<file path="src/rtl/uart_tx_arbiter_if.sv">
// Requester and transmitter-side signals of the UART TX arbiter, bundled as one port.
// slave = arbiter view, master = requesters plus UART transmitter view.
interface uart_tx_arbiter_if #(
    parameter int DATA_W = 8
);
    logic              req0_valid_i;
    logic [DATA_W-1:0] req0_data_i;
    logic              req0_last_i;
    logic              req0_ready_o;

    logic              req1_valid_i;
    logic [DATA_W-1:0] req1_data_i;
    logic              req1_last_i;
    logic              req1_ready_o;

    logic              tx_valid_o;
    logic [DATA_W-1:0] tx_data_o;
    logic              tx_ready_i;

    logic [1:0]        grant_o;
    logic              timeout_o;

    modport slave (
        input  req0_valid_i, req0_data_i, req0_last_i,
        output req0_ready_o,
        input  req1_valid_i, req1_data_i, req1_last_i,
        output req1_ready_o,
        output tx_valid_o, tx_data_o,
        input  tx_ready_i,
        output grant_o, timeout_o
    );

    modport master (
        output req0_valid_i, req0_data_i, req0_last_i,
        input  req0_ready_o,
        output req1_valid_i, req1_data_i, req1_last_i,
        input  req1_ready_o,
        input  tx_valid_o, tx_data_o,
        output tx_ready_i,
        input  grant_o, timeout_o
    );
endinterface

</file>
<file path="src/rtl/uart_tx_arbiter.sv">
// Packet-locked round-robin arbiter sharing one UART TX between two byte streams; one-byte output register.
// Latency: valid in IDLE at N -> grant/ready at N+1 -> tx_valid at N+2; 1 byte/cycle while tx_ready stays high.
// Backpressure: owner ready = !tx_valid | tx_ready. Optional idle-owner release via UART_ARB_TIMEOUT_EN.
module uart_tx_arbiter #(
    parameter int DATA_W      = 8,
    parameter int TIMEOUT_CYC = 1024
) (
    input  logic              clk_i,
    input  logic              resetn,
    uart_tx_arbiter_if.slave  bus
);

    typedef enum logic {
        IDLE = 1'b0,
        OWN  = 1'b1
    } state_t;

    state_t            state_q, state_d;
    logic              owner_q, owner_d;   // 0: req0, 1: req1
    logic              rr_q, rr_d;         // requester preferred on a tie
    logic              tx_valid_q, tx_valid_d;
    logic [DATA_W-1:0] tx_data_q, tx_data_d;

    logic              own_valid;
    logic              own_last;
    logic [DATA_W-1:0] own_data;
    logic              hold_free;
    logic              own_hs;
    logic              idle_expire;

    always_comb begin
        own_valid = bus.req0_valid_i;
        own_last  = bus.req0_last_i;
        own_data  = bus.req0_data_i;
        if (owner_q) begin
            own_valid = bus.req1_valid_i;
            own_last  = bus.req1_last_i;
            own_data  = bus.req1_data_i;
        end
    end

    assign hold_free = !tx_valid_q || bus.tx_ready_i;
    assign own_hs    = (state_q == OWN) && own_valid && hold_free;

    assign bus.req0_ready_o = (state_q == OWN) && !owner_q && hold_free;
    assign bus.req1_ready_o = (state_q == OWN) &&  owner_q && hold_free;
    assign bus.grant_o      = (state_q == OWN) ? (owner_q ? 2'b10 : 2'b01) : 2'b00;
    assign bus.tx_valid_o   = tx_valid_q;
    assign bus.tx_data_o    = tx_data_q;

`ifdef UART_ARB_TIMEOUT_EN
    localparam int CNT_W = $clog2(TIMEOUT_CYC + 1);

    logic [CNT_W-1:0] idle_cnt_q, idle_cnt_d;
    logic             timeout_q, timeout_d;

    // Expire on the TIMEOUT_CYC-th consecutive owner-idle cycle so IDLE follows immediately.
    assign idle_expire = (state_q == OWN) && !own_valid &&
                         (idle_cnt_q == CNT_W'(TIMEOUT_CYC - 1));

    always_comb begin
        idle_cnt_d = idle_cnt_q;
        timeout_d  = idle_expire;
        if (state_q != OWN || own_valid || idle_expire) begin
            idle_cnt_d = '0;
        end else begin
            idle_cnt_d = idle_cnt_q + 1'b1;
        end
    end

    always_ff @(posedge clk_i or negedge resetn) begin
        if (!resetn) begin
            idle_cnt_q <= '0;
            timeout_q  <= 1'b0;
        end else begin
            idle_cnt_q <= idle_cnt_d;
            timeout_q  <= timeout_d;
        end
    end

    assign bus.timeout_o = timeout_q;
`else
    assign idle_expire   = 1'b0;
    assign bus.timeout_o = 1'b0;
`endif

    always_comb begin
        state_d = state_q;
        owner_d = owner_q;
        rr_d    = rr_q;
        case (state_q)
            IDLE: begin
                if (bus.req0_valid_i || bus.req1_valid_i) begin
                    state_d = OWN;
                    owner_d = (bus.req0_valid_i && bus.req1_valid_i) ? rr_q : bus.req1_valid_i;
                end
            end
            OWN: begin
                if ((own_hs && own_last) || idle_expire) begin
                    state_d = IDLE;
                    rr_d    = !owner_q;
                end
            end
            default: state_d = IDLE;
        endcase
    end

    // The holding register drains on its own, independent of who owns the lock.
    always_comb begin
        tx_valid_d = tx_valid_q;
        tx_data_d  = tx_data_q;
        if (own_hs) begin
            tx_valid_d = 1'b1;
            tx_data_d  = own_data;
        end else if (bus.tx_ready_i) begin
            tx_valid_d = 1'b0;
        end
    end

    always_ff @(posedge clk_i or negedge resetn) begin
        if (!resetn) begin
            state_q    <= IDLE;
            owner_q    <= 1'b0;
            rr_q       <= 1'b0;
            tx_valid_q <= 1'b0;
            tx_data_q  <= '0;
        end else begin
            state_q    <= state_d;
            owner_q    <= owner_d;
            rr_q       <= rr_d;
            tx_valid_q <= tx_valid_d;
            tx_data_q  <= tx_data_d;
        end
    end

endmodule

</file>
<file path="src/flat_wrapper.sv">
// flat-port wrapper written by rule: the top's interface ports become plain ports
module uart_tx_arbiter_flat 
#(
    parameter int DATA_W      = 8,
    parameter int TIMEOUT_CYC = 1024
)
  (clk_i, resetn, bus_req0_valid_i, bus_req0_data_i, bus_req0_last_i, bus_req0_ready_o, bus_req1_valid_i, bus_req1_data_i, bus_req1_last_i, bus_req1_ready_o, bus_tx_valid_o, bus_tx_data_o, bus_tx_ready_i, bus_grant_o, bus_timeout_o);
  uart_tx_arbiter_if #(.DATA_W(DATA_W)) bus_i ();
  input  logic clk_i;
  input  logic resetn;
  input wire logic [$bits(bus_i.req0_valid_i)-1:0] bus_req0_valid_i;
  input wire logic [$bits(bus_i.req0_data_i)-1:0] bus_req0_data_i;
  input wire logic [$bits(bus_i.req0_last_i)-1:0] bus_req0_last_i;
  output wire logic [$bits(bus_i.req0_ready_o)-1:0] bus_req0_ready_o;
  input wire logic [$bits(bus_i.req1_valid_i)-1:0] bus_req1_valid_i;
  input wire logic [$bits(bus_i.req1_data_i)-1:0] bus_req1_data_i;
  input wire logic [$bits(bus_i.req1_last_i)-1:0] bus_req1_last_i;
  output wire logic [$bits(bus_i.req1_ready_o)-1:0] bus_req1_ready_o;
  output wire logic [$bits(bus_i.tx_valid_o)-1:0] bus_tx_valid_o;
  output wire logic [$bits(bus_i.tx_data_o)-1:0] bus_tx_data_o;
  input wire logic [$bits(bus_i.tx_ready_i)-1:0] bus_tx_ready_i;
  output wire logic [$bits(bus_i.grant_o)-1:0] bus_grant_o;
  output wire logic [$bits(bus_i.timeout_o)-1:0] bus_timeout_o;
  assign bus_i.req0_valid_i = bus_req0_valid_i;
  assign bus_i.req0_data_i = bus_req0_data_i;
  assign bus_i.req0_last_i = bus_req0_last_i;
  assign bus_req0_ready_o = bus_i.req0_ready_o;
  assign bus_i.req1_valid_i = bus_req1_valid_i;
  assign bus_i.req1_data_i = bus_req1_data_i;
  assign bus_i.req1_last_i = bus_req1_last_i;
  assign bus_req1_ready_o = bus_i.req1_ready_o;
  assign bus_tx_valid_o = bus_i.tx_valid_o;
  assign bus_tx_data_o = bus_i.tx_data_o;
  assign bus_i.tx_ready_i = bus_tx_ready_i;
  assign bus_grant_o = bus_i.grant_o;
  assign bus_timeout_o = bus_i.timeout_o;
  uart_tx_arbiter #(.DATA_W(DATA_W), .TIMEOUT_CYC(TIMEOUT_CYC)) u_core (.clk_i(clk_i), .resetn(resetn), .bus(bus_i));
endmodule
</file>
<file path="config.mk">
export PLATFORM = sky130hd
export DESIGN_NAME = uart_tx_arbiter_flat
export DESIGN_NICKNAME = d
export VERILOG_FILES = /design/src/rtl/uart_tx_arbiter_if.sv /design/src/rtl/uart_tx_arbiter.sv /design/src/flat_wrapper.sv
export SDC_FILE = /design/constraint.sdc
export NUM_CORES = 1
export LEC_CHECK = 0
export CORE_MARGIN = 5
export CORE_UTILIZATION = 31
export DETAILED_ROUTE_END_ITERATION = 6
export GPL_ROUTABILITY_DRIVEN = 1
export PLACE_DENSITY = 0.7
export SETUP_SLACK_MARGIN = 0.5
export SYNTH_ARGS = -nofsm -noshare
export SYNTH_HDL_FRONTEND = slang
export SYNTH_SLANG_ARGS = --single-unit
export TNS_END_PERCENT = 30
</file>
<file path="constraint.sdc">
create_clock -name clk_i -period 2.2 [get_ports clk_i]
set_clock_uncertainty 0.15 [all_clocks]
set_input_delay 0.44 -clock clk_i [delete_from_list [all_inputs] [get_ports clk_i]]
set_output_delay 0.44 -clock clk_i [all_outputs]
set_load 0.01 [all_outputs]
</file>
# Word level (Yosys, flattened, before mapping)
# Cells that the tools add are included.
# Widths: inputs -> output; s select.
dict set report classes {
  n_eq_ne 0
  div 0
  mul 0
  n_shift 0
  n_mux 11
  bitwise 1
  n_reduce_logical 15
  n_addsub 0
  magnitude_cmp 0
}
# op count
set ops {}
lappend ops {{$logic_and 1x1->1} 8}
lappend ops {{$mux 8} 1}
lappend ops {{$mux 1} 7}
lappend ops {{$mux 2} 2}
lappend ops {{$reduce_and 2->1} 2}
lappend ops {{$logic_not 1->1} 2}
lappend ops {{$logic_or 1x1->1} 2}
lappend ops {{$pmux 1 s2} 1}
lappend ops {{$reduce_bool 2->1} 1}
lappend ops {{$not 1->1} 1}
dict set report totals {
  ram_bits 0
  romBits 0
  reg_bits 12
  latch_bits 0
  wordCells 32
  memories 0
  out_inout_bits 14
}

# Depth between registers and ports, before layout
# Gate-level depths: netlist of run 1.
dict set report depth {
  word_depth 6
  ltp_mapped 4
  ltp_nobuf 3
}

# Least setup slack after synthesis of run 1
# OpenSTA, ideal clock, no wires.
dict set report synth_timing {
  path_kind {reg-to-reg}
  from {register u_core.owner_q}
  to {register u_core.tx_data_q[0] (netlist: u_core.bus.tx_data_o[0])}
  required_time_ns 1.925
  arrival_time_ns 1.253
  stages_incl_launch_ff 5
  setup_ns 0.125
  setup_slack_ns 0.672
  path_cell_list {dfrtp_1 -> buf_6 -> mux2_4 -> nand3_4 -> mux2_2}
}
dict set report synth_via {
  elab_chain_cells 3
}
# item line
set synth_lines {}
lappend synth_lines {{start: declaration} uart_tx_arbiter.sv:19} ;# logic owner_q, owner_d;
lappend synth_lines {{start signal: assignment} uart_tx_arbiter.sv:129} ;# owner_q <= owner_d;
lappend synth_lines {{$mux 1} uart_tx_arbiter.sv:35} ;# if (owner_q) begin
lappend synth_lines {{$logic_and 1x1->1 (2 in a row)} uart_tx_arbiter.sv:43} ;# assign own_hs = (state_q == OWN) && own_valid && hold_free;
lappend synth_lines {{end signal: assignment} uart_tx_arbiter.sv:132} ;# tx_data_q <= tx_data_d;
lappend synth_lines {{end: declaration} uart_tx_arbiter.sv:22} ;# logic [DATA_W-1:0] tx_data_q, tx_data_d;
# Several ways; a longest one is shown, not always the timed one.
# A chain may end at the register's enable or synchronous reset.

# Final worst setup path of run 1
dict set report layout_timing {
  from {input port bus_req1_valid_i}
  to {register u_core.tx_data_q[6] (netlist: u_core.bus.tx_data_o[6])}
}
dict set report layout_via {
  elab_chain_cells 3
}
# item line
set layout_lines {}
lappend layout_lines {{start: declaration} flat_wrapper.sv:15} ;# input wire logic [$bits(bus_i.req1_valid_i)-1:0] bus_req1_valid_i;
lappend layout_lines {{$mux 1} uart_tx_arbiter.sv:35}
lappend layout_lines {{$logic_and 1x1->1 (2 in a row)} uart_tx_arbiter.sv:43}
# Every way passes these cells.

==> results of run 1 <==
==> through the flow <==
stage	util [%]	worst slack, ns	area [um^2]
finish	56.4	0.457	1130
global route	56.4	0.423	1130
CTS	55.0	0.442	1100
detailed placement	50.8	-0.118	1020
global placement	50.8	-0.109	1020
floorplan	-	0.672	659
==> area by class of cell <==
| cell class | count | share of cell area [%] |
|---|---|---|
| Sequential cell | 12 | 26.8 |
| Multi-Input combinational cell | 35 | 28.9 |
| Timing Repair Buffer | 44 | 37.8 |
| Inverter | 1 | 0.332 |
| Clock buffer | 4 | 3.21 |
| Tap cell | 27 | 2.99 |
==> layer usage <==
layer	vias to the layer above	GRT usage [%]	wire, um
li1	272	-	-
met1	273	12.8	656
met2	28	21.7	952
met3	4	6.03	152
met4	0	5.08	39
met5	-	0	0
==> how the worst min path moves through the flow <==
stage                                       start                      end  slack (ns)  depth (start not counted)
after global routing      u_core.bus.tx_data_o[1]  u_core.bus.tx_data_o[1]        0.37                          1
after global placement    u_core.bus.tx_data_o[3]  u_core.bus.tx_data_o[3]        0.34                          1
after floorplan                            resetn  u_core.bus.tx_data_o[0]      -0.006                          0
final                     u_core.bus.tx_data_o[3]  u_core.bus.tx_data_o[3]        0.35                          1
after CTS                 u_core.bus.tx_data_o[3]  u_core.bus.tx_data_o[3]        0.36                          1
after detailed placement  u_core.bus.tx_data_o[3]  u_core.bus.tx_data_o[3]        0.34                          1
==> worst max-delay path, stage by stage <==
cell and delay [ns]:
sky130_fd_sc_hd__clkdlybuf4s50_1 0.49, sky130_fd_sc_hd__mux2_4 0.32, sky130_fd_sc_hd__nand3_4 0.16, sky130_fd_sc_hd__mux2_2 0.35
==> kinds of logic (layout without fill, tap and decap cells) <==
logic type	count (synthesis)	in the layout
mux	18	18
buf+inv	5	49
flops	12	12
compound gates	5	5
simple gates	11	11
other cells	1	1
==> registers in the layout (all words and copies together) (netlist names) <==
register,flops
u_core.rr_q,1
u_core.bus.tx_data_o,8
u_core.bus.tx_valid_o,1
u_core.state_q,1
u_core.owner_q,1
==> power by group <==
group / total (mW) / switching [mW] / internal [mW]
Combinational: 0.833 / 0.328 / 0.505
Clock: 0.176 / 0.0749 / 0.101
Sequential: 0.399 / 0.0652 / 0.334
==> synthesized netlist by cell type <==
cell type | n | share of area, %
sky130_fd_sc_hd__and3_1 | 1 | 0.95
sky130_fd_sc_hd__nand4_1 | 1 | 0.95
sky130_fd_sc_hd__buf_4 | 1 | 1.1
sky130_fd_sc_hd__mux2_2 | 16 | 27
sky130_fd_sc_hd__inv_1 | 1 | 0.57
sky130_fd_sc_hd__nand3_4 | 1 | 2.7
sky130_fd_sc_hd__o2bb2ai_1 | 1 | 1.3
sky130_fd_sc_hd__nand2b_1 | 1 | 0.95
sky130_fd_sc_hd__a21oi_1 | 1 | 0.76
sky130_fd_sc_hd__nor2_1 | 2 | 1.1
sky130_fd_sc_hd__mux2i_1 | 1 | 1.5
sky130_fd_sc_hd__dfrtp_1 | 12 | 46
sky130_fd_sc_hd__conb_1 | 1 | 0.57
sky130_fd_sc_hd__nand2_1 | 4 | 2.3
sky130_fd_sc_hd__mux2_4 | 1 | 2.3
sky130_fd_sc_hd__a31oi_1 | 1 | 0.95
sky130_fd_sc_hd__o32a_2 | 1 | 1.7
sky130_fd_sc_hd__buf_6 | 3 | 5.1
sky130_fd_sc_hd__a41oi_1 | 1 | 1.3
sky130_fd_sc_hd__and2_1 | 1 | 0.95
==> repair_timing <==
action	4_1_cts	5_1_grt
hold buffers	0	0
pin swaps	0	0
setup buffers	6	1
endpoints found under the setup margin	21	18
resized for setup	22	6
==> results.sh, run 1 <==
export IMPL_first_global_vias=639
export IMPL_synthesized_area_fraction_occupied_by_ao_oa_aoi_and_oai_cells_pct=6.07
export IMPL_clock_fmax_ghz=0.574
export IMPL_layout_worst_path_cycle_share_pct=79.2
export IMPL_maxCapViolations=0
export IMPL_insertedDiodeCount=0
export IMPL_setup_worst_path_end="u_core.bus.tx_data_o[6]"
export IMPL_rr_endpoint="u_core.bus.tx_data_o[6]"
export IMPL_cts_htree_levels=1
export IMPL_report_final_setup_viol=0
export IMPL_finalWeightedCongestion=0.710
export IMPL_syn_to_final_growth_pct=71.3
export IMPL_clock_buffers_created_by_tritoncts=3
export IMPL_synth_nets=75
export IMPL_first_pass_iters=4
export IMPL_post_synth_fa_ha_maj_area_fraction_pct=0
export IMPL_io_port_bufs=35
export IMPL_grt_first_pass_wirelength_um=3080
export IMPL_critPathKind="in -> reg"
export IMPL_drt_first_iter_violations=13
export IMPL_synth_avg_cell_area_um2=12.7
export IMPL_totalNegativeSetupSlack_ns=0
export IMPL_worst_r2r_setup_slack_ns=0.54
export IMPL_synth_cells=52
export IMPL_grt_remaining_overflow=0
export IMPL_cts_reportedPaths_clkPinSlew_ns=0.07
export IMPL_vdd_drop_max_v=0.000599
export IMPL_min_period_ns=1.74
export IMPL_worst_endpoint_arrival_ns=1.76
export IMPL_power_static_leakage_nw=0.522
export IMPL_crit_required_ns=2.21
export IMPL_critical_path_startpoint="bus_req1_valid_i"
export IMPL_max_slew_margin_pct=64.7
export IMPL_finalNonFillerCells=123
export IMPL_hold_violations=0
export IMPL_cts_tree="built"
export IMPL_synth_simple_gate_area_share_pct=9.87
export IMPL_ys_warn_count=0
export IMPL_design_die_area_mm2=0.00315
export IMPL_initial_utilization_pct=32.9
export IMPL_pwr_density_mw_per_mm2=1250
export IMPL_clkLatencyLatePin_ns=0.27
export IMPL_register_area_um2=303
export IMPL_rows=16
export IMPL_critical_path_peak_fanout=9
export IMPL_routed_wl_um=1800
export IMPL_synth_lib_cells_used_distinct=20
export IMPL_setup_repair_after_global_routing_missed_its_margin="yes"
export IMPL_outcome="finished, final reports clean"
export IMPL_syn_cell_area_um2=659
export IMPL_r2r_worst_path_cells=4
export IMPL_layout_cells_most_common="sky130_fd_sc_hd__clkdlybuf4s50_1"
export IMPL_synth_top_family_by_area="multiplexers"
export IMPL_finalPower_mw=1.41
export IMPL_ys_ff_latch=12
export IMPL_final_cell_mix="sky130_fd_sc_hd__clkdlybuf4s50_1, sky130_fd_sc_hd__mux2_2, sky130_fd_sc_hd__dfrtp_1"
export IMPL_cts_root_buf="sky130_fd_sc_hd__clkbuf_4"
export IMPL_fillers=174
export IMPL_detailroute_via_count=577
export IMPL_die_w_um=56.1
export IMPL_startpoint_type_of_the_worst_setup_path="primary input"
export IMPL_floorplan_core_area_mm2=0.00200
export IMPL_viasPerCell=4.69
export IMPL_placedCellCount=112
export IMPL_largest_net_degree_at_the_start_of_global_routing=13
export IMPL_num_nets_final=120
export IMPL_post_detailed_route_drc_marker_count=0
export IMPL_die_h_um=56.1
export IMPL_end_kind="flop"
export IMPL_dpl_hpwl_um=1230
export IMPL_worst_pin_slew_ns=0.529
export IMPL_ctsLongestPathBuffers=2
export IMPL_global_route_usage_total_pct=12.5
export IMPL_design_portCount=37
export IMPL_grt_antenna_before_repair=0
export IMPL_antenna_violating_nets_post_route=0
export IMPL_worst_r2r_startpoint="u_core.owner_q"
export IMPL_timing_max_transition_violations_final=0
export IMPL_numClockSinks=12
export IMPL_multi_input_gate_area_um2=327
export IMPL_hold_slack_ns=0.355
export IMPL_synth_sequential_area_ratio_pct=45.5
export IMPL_hold_path_class="reg -> reg"
export IMPL_post_synth_mux_area_share_pct=31.1
export IMPL_post_route_cells_drive_above_1_share_pct=40.6
export IMPL_synthXorXnorAreaFrac_pct=0
export IMPL_post_drt_wl_per_cell_um=14.6
No activity file was read; power rests on OpenSTA's default activity.
==> run 2: changes to the inputs <==
==> constraint.sdc (replaced) <==
create_clock -name clk_i -period 1.67 [get_ports clk_i]
set_clock_uncertainty 0.15 [all_clocks]
set_input_delay 0.334 -clock clk_i [delete_from_list [all_inputs] [get_ports clk_i]]
set_output_delay 0.334 -clock clk_i [all_outputs]
set_load 0.01 [all_outputs]
==> results.sh, run 2 (synthesis results as in run 1) <==
export IMPL_critical_path_slowest_cell="sky130_fd_sc_hd__dfrtp_2"
export IMPL_outcome="finished, final reports clean"
export IMPL_ctsLongestPathBuffers=2
export IMPL_timing_critical_path_mode_cell="sky130_fd_sc_hd__mux2_4"
export IMPL_clock_fmax_ghz=0.633
export IMPL_cts_root_buf="sky130_fd_sc_hd__clkbuf_4"
export IMPL_rr_endpoint="u_core.bus.tx_data_o[7]"
export IMPL_largest_net_degree_at_the_start_of_global_routing=13
export IMPL_register_area_um2=302
export IMPL_power_static_leakage_nw=0.526
export IMPL_dpl_hpwl_um=1370
export IMPL_clkLatencyLatePin_ns=0.27
export IMPL_post_detailed_route_drc_marker_count=0
export IMPL_worst_r2r_startpoint="u_core.owner_q"
export IMPL_floorplan_core_area_mm2=0.00200
export IMPL_syn_to_final_growth_pct=71.5
export IMPL_cts_tree="built"
export IMPL_crit_chain="buf_6 > mux2_4 > nand3_4 > mux2_4"
export IMPL_cts_htree_levels=1
export IMPL_worst_path_largest_cell_delay_ns=0.41
export IMPL_layout_worst_path_cycle_share_pct=94.5
export IMPL_finalWeightedCongestion=0.783
export IMPL_vdd_drop_max_v=0.000691
export IMPL_grt_remaining_overflow=0
export IMPL_critPathKind="reg -> reg"
export IMPL_die_h_um=56.1
export IMPL_post_route_cells_drive_above_1_share_pct=45.9
export IMPL_global_route_usage_total_pct=12.6
export IMPL_placedCellCount=118
export IMPL_pwr_density_mw_per_mm2=1590
export IMPL_insertedDiodeCount=0
export IMPL_timing_max_transition_violations_final=0
export IMPL_finalNonFillerCells=125
export IMPL_drt_first_iter_violations=9
export IMPL_rows=16
export IMPL_clock_buffers_created_by_tritoncts=3
export IMPL_end_kind="flop"
export IMPL_dpl_worst_slack_ns=-0.416
export IMPL_cts_reportedPaths_clkPinSlew_ns=0.07
export IMPL_post_drt_wl_per_cell_um=14.5
export IMPL_final_cell_mix="sky130_fd_sc_hd__clkdlybuf4s50_1, sky130_fd_sc_hd__dfrtp_1, sky130_fd_sc_hd__mux2_2"
export IMPL_antenna_violating_nets_post_route=0
export IMPL_initial_utilization_pct=32.9
export IMPL_die_w_um=56.1
export IMPL_postCtsHoldBufs=0
export IMPL_utilization_pct=56.5
export IMPL_crit_required_ns=1.66
export IMPL_multi_input_gate_area_um2=367
export IMPL_numClockSinks=12
export IMPL_report_final_setup_viol=0
export IMPL_detailroute_via_count=568
export IMPL_critical_path_peak_fanout=6
export IMPL_first_pass_iters=2
export IMPL_worst_r2r_setup_slack_ns=0.09
export IMPL_routed_wl_um=1810
export IMPL_grt_first_pass_wirelength_um=3060
export IMPL_r2r_worst_path_cells=4
export IMPL_hold_violations=0
export IMPL_max_reg_flops=8
export IMPL_num_nets_final=123
export IMPL_grt_antenna_before_repair=0
export IMPL_critical_path_startpoint="u_core.owner_q"
export IMPL_startpoint_type_of_the_worst_setup_path="flop"
export IMPL_worst_endpoint_arrival_ns=1.57
export IMPL_first_global_vias=622
export IMPL_maxCapViolations=0
export IMPL_min_period_ns=1.58
export IMPL_viasPerCell=4.54
export IMPL_setup_repair_after_global_routing_missed_its_margin="yes"
export IMPL_postLayoutSetupSlackWorst_ns=0.0911
export IMPL_fillers=180
export IMPL_design_die_area_mm2=0.00315
export IMPL_io_port_bufs=35
export IMPL_layout_cells_most_common="sky130_fd_sc_hd__clkdlybuf4s50_1"
export IMPL_design_portCount=37
export IMPL_hold_path_class="in -> async"
==> run 2: cell count changes in the layout (fill, tap and decap cells not counted), sizes merged <==
cell | previous run | this run
clkdlybuf4s15 | 2 | 0
nand3 | 1 | 2
clkdlybuf4s50 | 23 | 21
dlymetal6s2s | 4 | 0
dlygate4sd2 | 4 | 7
clkbuf | 4 | 3
buf | 11 | 18
==> run 2: how the worst max path moves through the flow <==
stage                         endpoint  depth (start not counted)
2_1_floorplan  u_core.bus.tx_data_o[0]                          4
5_1_grt        u_core.bus.tx_data_o[2]                          4
4_1_cts               bus_req1_ready_o                          3
6_report       u_core.bus.tx_data_o[7]                          4
3_3_place_gp          bus_req0_ready_o                          5
3_5_place_dp          bus_req1_ready_o                          4
==> run 2: metrics by stage <==
step | hold WS, ns | TNS [ns] | area, um^2 | power (mW)
6_report | 0.219 | 0 | 1130 | 1.80
2_1_floorplan | -0.112 | 0 | 659 | 1.10
4_1_cts | 0.214 | 0 | 1130 | 1.82
3_5_place_dp | 0.350 | -2.28 | 1060 | 1.58
3_3_place_gp | 0.336 | -2.22 | 1060 | 1.56
5_1_grt | 0.230 | 0 | 1130 | 1.94
==> run 2: critical path, delay by kind of cell (launching register included) <==
kind | cells | cell delay, ns
multiplexers | 2 | 0.64
buffers and inverters | 1 | 0.13
AND/OR/NAND/NOR | 1 | 0.12
flip-flops | 1 | 0.41
==> run 2: cell type report <==
cell class,instances,area share [%]
Clock buffer,3,1.99
Inverter,1,0.332
Multi-Input combinational cell,36,32.4
Sequential cell,12,26.7
Tap cell,27,2.99
Timing Repair Buffer,46,35.6
==> run 2: per-layer routing <==
metal,wire length (um),GRT usage [%],up-vias
li1,-,-,281
met1,768,14.6,267
met2,920,21.2,18
met3,107,3.94,2
met4,17,5.08,0
met5,0,0,-
==> run 2: report_power, final <==
part           switching (mW)  internal, mW
logic                   0.452         0.661
registers              0.0831         0.438
clock network          0.0864        0.0832
total                   0.621          1.18
==> run 2: repair_timing <==
item                       CTS  global route
gates resized for setup     48             1
setup endpoints to repair   24            25
hold endpoints to repair     0             0
gates cloned                 1             0
setup buffers                3             0
pin swaps                    2             1
==> run 3: changes to the inputs <==
==> constraint.sdc (replaced) <==
create_clock -name clk_i -period 1.7 [get_ports clk_i]
set_clock_uncertainty 0.15 [all_clocks]
set_input_delay 0.34 -clock clk_i [delete_from_list [all_inputs] [get_ports clk_i]]
set_output_delay 0.34 -clock clk_i [all_outputs]
set_load 0.01 [all_outputs]
==> results.sh, run 3 (synthesis results as in run 1) <==
export IMPL_clock_buffers_created_by_tritoncts=3
export IMPL_cts_reportedPaths_clkPinSlew_ns=0.08
export IMPL_ctsLongestPathBuffers=2
export IMPL_finalPower_mw=1.82
export IMPL_grt_remaining_overflow=0
export IMPL_floorplan_core_area_mm2=0.00200
export IMPL_cts_tree="built"
export IMPL_layout_cells_most_common="sky130_fd_sc_hd__clkdlybuf4s50_1"
export IMPL_crit_required_ns=1.71
export IMPL_first_pass_iters=4
export IMPL_worst_endpoint_arrival_ns=1.58
export IMPL_detailroute_via_count=594
export IMPL_vdd_drop_max_v=0.000808
export IMPL_critPathKind="reg -> reg"
export IMPL_min_period_ns=1.57
export IMPL_rows=16
export IMPL_dpl_hpwl_um=1320
export IMPL_clock_fmax_ghz=0.635
export IMPL_cts_htree_levels=1
export IMPL_post_drt_wl_per_cell_um=14.0
export IMPL_routed_wl_um=1790
export IMPL_clkLatencyLatePin_ns=0.27
export IMPL_numClockSinks=12
export IMPL_die_h_um=56.1
export IMPL_end_kind="flop"
export IMPL_global_route_usage_total_pct=12.3
export IMPL_num_nets_final=125
export IMPL_timing_max_transition_violations_final=0
export IMPL_totalNegativeSetupSlack_ns=0
export IMPL_critical_path_slowest_cell="sky130_fd_sc_hd__dfrtp_2"
export IMPL_antenna_violating_nets_post_route=0
export IMPL_power_static_leakage_nw=0.538
export IMPL_postLayoutSetupSlackWorst_ns=0.125
export IMPL_crit_chain="buf_6 > mux2_4 > nand3_4 > mux2_4"
export IMPL_insertedDiodeCount=0
export IMPL_initial_utilization_pct=32.9
export IMPL_layout_worst_path_cycle_share_pct=92.6
export IMPL_timing_critical_path_mode_cell="sky130_fd_sc_hd__mux2_4"
export IMPL_post_detailed_route_drc_marker_count=0
export IMPL_path_buf_inv=1
export IMPL_finalWeightedCongestion=0.770
export IMPL_path_delay_family="multiplexers"
export IMPL_dpl_worst_slack_ns=-0.405
export IMPL_hold_path_class="in -> async"
export IMPL_viasPerCell=4.64
export IMPL_cts_root_buf="sky130_fd_sc_hd__clkbuf_4"
export IMPL_first_global_vias=614
export IMPL_max_reg_flops=8
export IMPL_grt_antenna_before_repair=0
export IMPL_grt_first_pass_wirelength_um=3030
export IMPL_design_die_area_mm2=0.00315
export IMPL_die_w_um=56.1
export IMPL_pwr_density_mw_per_mm2=1580
export IMPL_syn_to_final_growth_pct=75.0
export IMPL_critical_path_peak_fanout=6
export IMPL_outcome="finished, final reports clean"
export IMPL_final_cell_mix="sky130_fd_sc_hd__clkdlybuf4s50_1, sky130_fd_sc_hd__mux2_2, sky130_fd_sc_hd__buf_4, sky130_fd_sc_hd__dfrtp_1, sky130_fd_sc_hd__dlygate4sd2_1"
export IMPL_largest_net_degree_at_the_start_of_global_routing=13
export IMPL_io_port_bufs=35
export IMPL_maxCapViolations=0
export IMPL_post_route_cells_drive_above_1_share_pct=46.5
export IMPL_report_final_setup_viol=0
export IMPL_design_portCount=37
export IMPL_startpoint_type_of_the_worst_setup_path="flop"
export IMPL_hold_violations=0
export IMPL_setup_repair_after_global_routing_missed_its_margin="yes"
export IMPL_drt_first_iter_violations=7
export IMPL_worst_path_largest_cell_delay_ns=0.41
-- run 3: changes by cell type in the layout (fill, tap and decap cells not counted), sizes merged --
cell / before / now
clkbuf: 3 / 4
buf: 18 / 19
dlygate4sd2: 7 / 8
-- run 3: layout make-up --
class                      instances  area, um^2
clock buffer                       4        36.3
fill                             183         848
multi-input combinational         36         360
sequential                        12         302
inverter                           1        6.26
tap                               27        33.8
timing repair buffer              48         415
-- run 3: worst paths after layout --
check | startpoint | endpoint | slack, ns | cells after the start
min in group clk_i | u_core.bus.tx_data_o[4] | u_core.bus.tx_data_o[4] | 0.35 | 1
max reg2reg | u_core.owner_q | u_core.bus.tx_data_o[7] | 0.13 | 4
max | u_core.owner_q | u_core.bus.tx_data_o[7] | 0.13 | 4
min | resetn | u_core.bus.tx_valid_o | 0.21 | 2
min reg2reg | u_core.bus.tx_data_o[4] | u_core.bus.tx_data_o[4] | 0.35 | 1
max in group asynchronous | resetn | u_core.owner_q | 1.01 | 2
-- run 3: metrics by stage --
step           instance area (um^2)  hold slack [ns]  util, %  cells
4_1_cts                        1130            0.210     56.4    125
5_1_grt                        1150            0.226     57.6    128
6_report                       1150            0.214     57.6    128
2_1_floorplan                   659           -0.106        -     52
3_3_place_gp                   1050            0.336     52.7    117
3_5_place_dp                   1050            0.344     52.7    117
-- run 3: routing by layer --
layer / wire [um] / vias up / global-route usage (%)
li1: - / 286 / -
met1: 719 / 282 / 14.1
met2: 923 / 24 / 20.2
met3: 120 / 2 / 3.94
met4: 21 / 0 / 6.10
met5: 0 / - / 0
-- run 3: report_power, final --
part           switching [mW]  internal (mW)  leakage [nW]
clock                  0.0977          0.130        0.0210
combinational           0.450          0.643         0.382
sequential             0.0737          0.430         0.135
-- run 3: timing repair --
action                                  in CTS  in global routing
gates resized for setup                     44                  1
buffers inserted                             3                  3
cloned                                       1                  0
pin swaps                                    1                  1
hold buffers                                 0                  0
endpoints found under the setup margin      23                 25
-- run 3: worst register-to-register path: cells and delay by family (launching register included) --
| family | cells | cell delay [ns] |
|---|---|---|
| buf+inv | 1 | 0.13 |
| simple gates | 1 | 0.12 |
| mux | 2 | 0.64 |
| flops | 1 | 0.41 |
